`src/rtl/bcd_seven_seg_scanner_if.sv`:
```
// Bus between a BCD producer and the two-digit seven-segment scanner.
// master = producer side (drives value/strobe), slave = scanner side.
interface bcd_seven_seg_scanner_if;
  logic [7:0] bcd_in;
  logic       load;
  logic [6:0] seg;
  logic [1:0] an;
  logic       update_done;
  logic       dropped;
  logic       frame_tick;
  logic       err;

  modport master (
    output bcd_in, load,
    input  seg, an, update_done, dropped, frame_tick, err
  );

  modport slave (
    input  bcd_in, load,
    output seg, an, update_done, dropped, frame_tick, err
  );
endinterface

```
`src/rtl/bcd_seven_seg_scanner.sv`:
```
// Two-digit time-multiplexed seven-segment scanner.
// New values are staged in a pending register and committed only on entry
// to the tens slot, so a frame never mixes old and new digits. A one-cycle
// dark gap follows each digit slot to avoid ghosting.
module bcd_seven_seg_scanner #(
  parameter int CLK_DIV            = 4,
  parameter int BLANK_LEADING_ZERO = 1,
  parameter int ACTIVE_LOW         = 0
) (
  input  logic                     clk,
  input  logic                     rst_n,
  bcd_seven_seg_scanner_if.slave   bus
);

  localparam int CW = (CLK_DIV > 1) ? $clog2(CLK_DIV) : 1;
  localparam logic [CW-1:0] LAST = CW'(CLK_DIV - 1);

  typedef enum logic [2:0] {OFF, TENS, GAP_T, ONES, GAP_O} state_t;

  state_t        state, state_nxt;
  logic [CW-1:0] cnt;
  logic [7:0]    pend, disp;
  logic          pend_vld;
  logic          upd_q, drop_q, err_q;
  logic          commit;
  logic [1:0]    an_raw;
  logic [6:0]    seg_raw;

  function automatic logic [6:0] dec(input logic [3:0] d);
    case (d)
      4'd0:    dec = 7'h3F;
      4'd1:    dec = 7'h06;
      4'd2:    dec = 7'h5B;
      4'd3:    dec = 7'h4F;
      4'd4:    dec = 7'h66;
      4'd5:    dec = 7'h6D;
      4'd6:    dec = 7'h7D;
      4'd7:    dec = 7'h07;
      4'd8:    dec = 7'h7F;
      4'd9:    dec = 7'h6F;
      default: dec = 7'h40;
    endcase
  endfunction

  // Next-state: OFF waits for the first pending value, then the scan loops forever.
  always_comb begin
    state_nxt = state;
    case (state)
      OFF:     if (pend_vld) state_nxt = TENS;
      TENS:    if (cnt == LAST) state_nxt = GAP_T;
      GAP_T:   state_nxt = ONES;
      ONES:    if (cnt == LAST) state_nxt = GAP_O;
      GAP_O:   state_nxt = TENS;
      default: state_nxt = OFF;
    endcase
  end

  // Commit only at a frame boundary (entry into TENS from OFF or GAP_O).
  assign commit = (state_nxt == TENS) && (state != TENS) && pend_vld;

  // State register and slot counter; counter restarts on every state change.
  always_ff @(posedge clk or negedge rst_n) begin
    if (!rst_n) begin
      state <= OFF;
      cnt   <= '0;
    end else begin
      state <= state_nxt;
      if (state_nxt != state || (state != TENS && state != ONES))
        cnt <= '0;
      else
        cnt <= cnt + 1'b1;
    end
  end

  // Pending/display registers. A load coinciding with a commit becomes the
  // next pending value while the commit takes the old one.
  always_ff @(posedge clk or negedge rst_n) begin
    if (!rst_n) begin
      pend     <= '0;
      pend_vld <= 1'b0;
      disp     <= '0;
      upd_q    <= 1'b0;
      drop_q   <= 1'b0;
      err_q    <= 1'b0;
    end else begin
      upd_q  <= commit;
      drop_q <= bus.load && pend_vld && !commit;
      if (bus.load) begin
        pend     <= bus.bcd_in;
        pend_vld <= 1'b1;
      end else if (commit) begin
        pend_vld <= 1'b0;
      end
      if (commit) begin
        disp  <= pend;
        err_q <= (pend[7:4] > 4'd9) || (pend[3:0] > 4'd9);
      end
    end
  end

  // Digit drive from registered state only; gaps and OFF stay dark.
  always_comb begin
    an_raw  = 2'b00;
    seg_raw = 7'h00;
    case (state)
      TENS: if (!(BLANK_LEADING_ZERO != 0 && disp[7:4] == 4'd0)) begin
        an_raw  = 2'b10;
        seg_raw = dec(disp[7:4]);
      end
      ONES: begin
        an_raw  = 2'b01;
        seg_raw = dec(disp[3:0]);
      end
      default: ;
    endcase
  end

  assign bus.seg         = (ACTIVE_LOW != 0) ? ~seg_raw : seg_raw;
  assign bus.an          = (ACTIVE_LOW != 0) ? ~an_raw  : an_raw;
  assign bus.update_done = upd_q;
  assign bus.dropped     = drop_q;
  assign bus.frame_tick  = (state == GAP_O);
  assign bus.err         = err_q;

endmodule
```
`src/flat_wrapper.sv`:
```
// flat-port wrapper written by rule: the top's interface ports become plain ports
module bcd_seven_seg_scanner_flat 
#(
  parameter int CLK_DIV            = 4,
  parameter int BLANK_LEADING_ZERO = 1,
  parameter int ACTIVE_LOW         = 0
)
  (clk, rst_n, bus_bcd_in, bus_load, bus_seg, bus_an, bus_update_done, bus_dropped, bus_frame_tick, bus_err);
  bcd_seven_seg_scanner_if bus_i ();
  input  logic clk;
  input  logic rst_n;
  input wire logic [$bits(bus_i.bcd_in)-1:0] bus_bcd_in;
  input wire logic [$bits(bus_i.load)-1:0] bus_load;
  output wire logic [$bits(bus_i.seg)-1:0] bus_seg;
  output wire logic [$bits(bus_i.an)-1:0] bus_an;
  output wire logic [$bits(bus_i.update_done)-1:0] bus_update_done;
  output wire logic [$bits(bus_i.dropped)-1:0] bus_dropped;
  output wire logic [$bits(bus_i.frame_tick)-1:0] bus_frame_tick;
  output wire logic [$bits(bus_i.err)-1:0] bus_err;
  assign bus_i.bcd_in = bus_bcd_in;
  assign bus_i.load = bus_load;
  assign bus_seg = bus_i.seg;
  assign bus_an = bus_i.an;
  assign bus_update_done = bus_i.update_done;
  assign bus_dropped = bus_i.dropped;
  assign bus_frame_tick = bus_i.frame_tick;
  assign bus_err = bus_i.err;
  bcd_seven_seg_scanner #(.CLK_DIV(CLK_DIV), .BLANK_LEADING_ZERO(BLANK_LEADING_ZERO), .ACTIVE_LOW(ACTIVE_LOW)) u_core (.clk(clk), .rst_n(rst_n), .bus(bus_i));
endmodule
```
`config.mk`:
```
export PLATFORM = sky130hd
export DESIGN_NAME = bcd_seven_seg_scanner_flat
export DESIGN_NICKNAME = d
export VERILOG_FILES = /design/src/rtl/bcd_seven_seg_scanner_if.sv /design/src/rtl/bcd_seven_seg_scanner.sv /design/src/flat_wrapper.sv
export SDC_FILE = /design/constraint.sdc
export NUM_CORES = 1
export LEC_CHECK = 0
export BUFFER_PORTS_ARGS = -buffer_cell sky130_fd_sc_hd__clkbuf_2
export CAP_MARGIN = 15
export CORE_ASPECT_RATIO = 1.75
export CORE_MARGIN = 10
export CORE_UTILIZATION = 54
export DETAILED_ROUTE_END_ITERATION = 10
export GPL_TIMING_DRIVEN = 0
export PLACE_DENSITY = 0.85
export REMOVE_ABC_BUFFERS = 1
export SETUP_SLACK_MARGIN = 0.5
export SYNTH_ARGS = -nofsm -noshare
export SYNTH_HDL_FRONTEND = slang
export SYNTH_SLANG_ARGS = --single-unit
```
`constraint.sdc`:
```
create_clock -name clk -period 1.75 [get_ports clk]
set_input_delay 0.175 -clock clk [delete_from_list [all_inputs] [get_ports clk]]
set_output_delay 0.175 -clock clk [all_outputs]
set_load 0.02 [all_outputs]
```
==> metrics <==
DP HPWL roughly 2000 um; asr flop ratio synth 1.00; max frequency just under 0.5 GHz; status complete, but fails checks; htree depth 1; Fin Clk Skew roughly 0.0020 ns; Fillers about 150; Hold Startpoint bus_bcd_in[5]; clk root buf clkbuf_8; area delta synth->final 33.8%; DRC 0; R2R depth 4; # IOs 24; Critical-path top delay cell a2111o_1; RSZ-0062 raised after global routing true; crit end category primary output; GPL Wtd Cong around 0.84; Internal between 0.9 and 1 mW; initial antenna violation count 0; drt first-iter violations 29; failing checks negative setup slack; EDFF count, synth 0; core area 0.00233 mm^2; Die H ~86 um; DRT Wirelength 3470 um; Longest Clk Path Bufs 2; overall power about 1.4 mW; Lkg Pwr ~0.84 nW; top_reg_cell synth dfrtp_1; sequential area share after synthesis 0.466; die area just under 0.005 mm^2; ratio of final minimum period to clock period 1.18; hold_ws 0.128 ns; hold path depth 2; Setup crit start u_core.disp[4]$_DFFE_PN0P_; Yosys top cell area share 0.466; CP Launch Type register; Clock power frac 0.252; Power Dens Cells ~760 mW/mm^2; Initial Utilization 0.575; Max Cap Violations 0; share of cells above drive strength 1 0.470; slew margin rel. 0.607; Post-Synthesis Cell Area 0.00134 mm^2; PnR worst setup slack -0.307 ns; commonest non-fill, non-tap cell in the layout dfrtp_1; WP data arrival around 1.9 ns; worst ir drop on vdd about 700 uV; Critical Path Fanout Max 5; Global Route Usage Sum 0.123; vias in the first global route roughly 1200; Antenna Nets Post-Route 0; Worst Hold Class in -> reg; Syn Inst Count roughly 130; vias after detailed routing 1116; later-pin clock latency in the skew report roughly 0.27 ns; Final Hold Viols 0; RR Startpoint u_core.state[0]$_DFF_PN0_; die boundary width about 58 um; Warnings, synthesis 0; Worst path max stage delay roughly 0.46 ns; layout net count between 150 and 200; sw frac 0.304; Rows 23; syn avg cell area slightly above 10 um^2; sequential fraction of design power 0.496; largest net degree at the start of global routing 26; final setup vio count 7; CP required roughly 1.6 ns; number of clock sinks 25; Pins Over Slew Limit 0; first-pass GRT wire length ~5000 um; TritonRoute pass-1 iters 4; post-synthesis register bit count 25; count of different cell masters after synthesis 32; WL per Instance around 18 um; combinational power share 0.252; CP Class reg -> out; Via density 5.78; top cells by area, synth dfrtp_1 (47%), ha_1 (8.4%), mux2_2 (8.4%); Worst-path clk slew 0.08 ns; worst-path cell chain inv_2 > ha_4 > and2b_4 > a2111o_1 > o22ai_1 > buf_4; CTS tree yes; post-synth top area cell dfrtp_1; total CTS buffers 3; Least-Margin Pin Slew 0.590 ns; min Tclk post-route ~2.1 ns; antenna cells 0; commonest cells after routing, fill and taps aside dfrtp_1 (21), buf_4 (16), clkbuf_2 (13); net load switching power 0.412 mW; PortBufs 23; Overflow after GRT 0
## registers in the layout (all words and copies together) (netlist names)
| signal | count |
|---|---|
| u_core.disp | 8 |
| u_core.pend | 8 |
| u_core.state | 3 |
| u_core.cnt | 2 |
| u_core.bus.dropped | 1 |
| u_core.bus.err | 1 |
| u_core.bus.update_done | 1 |
| u_core.pend_vld | 1 |
## stage by stage
stage / util / area (um^2) / setup slack [ns] / cells / TNS [ns]
4_1_cts: 0.714 / 1670 / -0.258 / 187 / -1.56
3_3_place_gp: 0.623 / 1450 / -0.126 / 173 / -0.645
5_1_grt: 0.770 / 1790 / -0.380 / 193 / -2.39
3_5_place_dp: 0.623 / 1450 / -0.167 / 173 / -0.904
2_1_floorplan: - / 1310 / -0.153 / 125 / -0.547
6_report: 0.770 / 1790 / -0.307 / 193 / -1.84
## cells in the mapped netlist, types with 2 or more instances
master and number:
dfrtp_1 25, nand2_1 12, mux2_2 10, ha_1 9, inv_1 9, o21ai_0 9
a21oi_1 8, o22ai_1 6, nor2b_1 5, nand2b_1 4, nor3_1 4, nor3b_1 4
clkbuf_1 3, nor2_1 3, and2_1 2, o21ai_1 2
## critical path: cells and delay by family (launching register included)
kind | cells | cell delay, ns
buf+inv | 2 | 0.24
fa+ha+maj | 1 | 0.16
flops | 1 | 0.37
compound gates | 2 | 0.67
simple gates | 1 | 0.17
## timing repair
| action | 4_1_cts | 5_1_grt |
|---|---|---|
| pin swaps | 9 | 10 |
| hold buffers | 1 | 0 |
| gates cloned | 0 | 0 |
| buffers inserted | 9 | 6 |
| gates resized for setup | 31 | 31 |
| setup endpoints to repair | 20 | 19 |
| endpoints found under the hold margin | 25 | 0 |
## power groups by stage
stage | Sequential (mW) | Combinational, mW | Clock, mW
finish | 0.673 | 0.342 | 0.342
floorplan | 0.669 | 0.167 | 0
detailed placement | 0.674 | 0.258 | 0
global route | 0.681 | 0.373 | 0.373
CTS | 0.665 | 0.304 | 0.343
global placement | 0.671 | 0.247 | 0
## routing by layer
metal  global-route usage  vias to the layer above  routed length [um]
met3               0.0355                       11                 205
met1                0.121                      536                1290
met5                    0                        -                   0
met2                0.203                       45                1840
met4                0.101                        0                 133
li1                     -                      524                   -
## final timing paths
| kind | endpoint | slack [ns] |
|---|---|---|
| worst max register to register | u_core.disp[2]$_DFFE_PN0P_ | 0.40 |
| worst min-delay path | u_core.pend[5]$_DFFE_PN0P_ | 0.13 |
| worst max-delay path | bus_seg[2] | -0.31 |
| min in group asynchronous | u_core.pend_vld$_DFFE_PN0P_ | 0.42 |
| worst min register to register | u_core.cnt[0]$_DFF_PN0_ | 0.45 |
| max in group asynchronous | u_core.disp[6]$_DFFE_PN0P_ | 0.91 |
## area by class of cell
class	count	area (um^2)	share of cell area
clock buffer	3	41.3	0.0230
tap	25	31.3	0.0174
clock inverter	1	5.00	0.00279
inverter	9	33.8	0.0188
multi-input combinational	91	753	0.420
timing repair buffer	39	299	0.167
sequential	25	631	0.351
## logic make-up after synthesis
| family | synth area share |
|---|---|
| buf+inv | 0.0513 |
| simple gates | 0.171 |
| mux | 0.0840 |
| flops | 0.466 |
| xor+xnor | 0.00653 |
| fa+ha+maj | 0.0840 |
| compound gates | 0.137 |
Note: power is estimated with default switching activity, not from simulation.
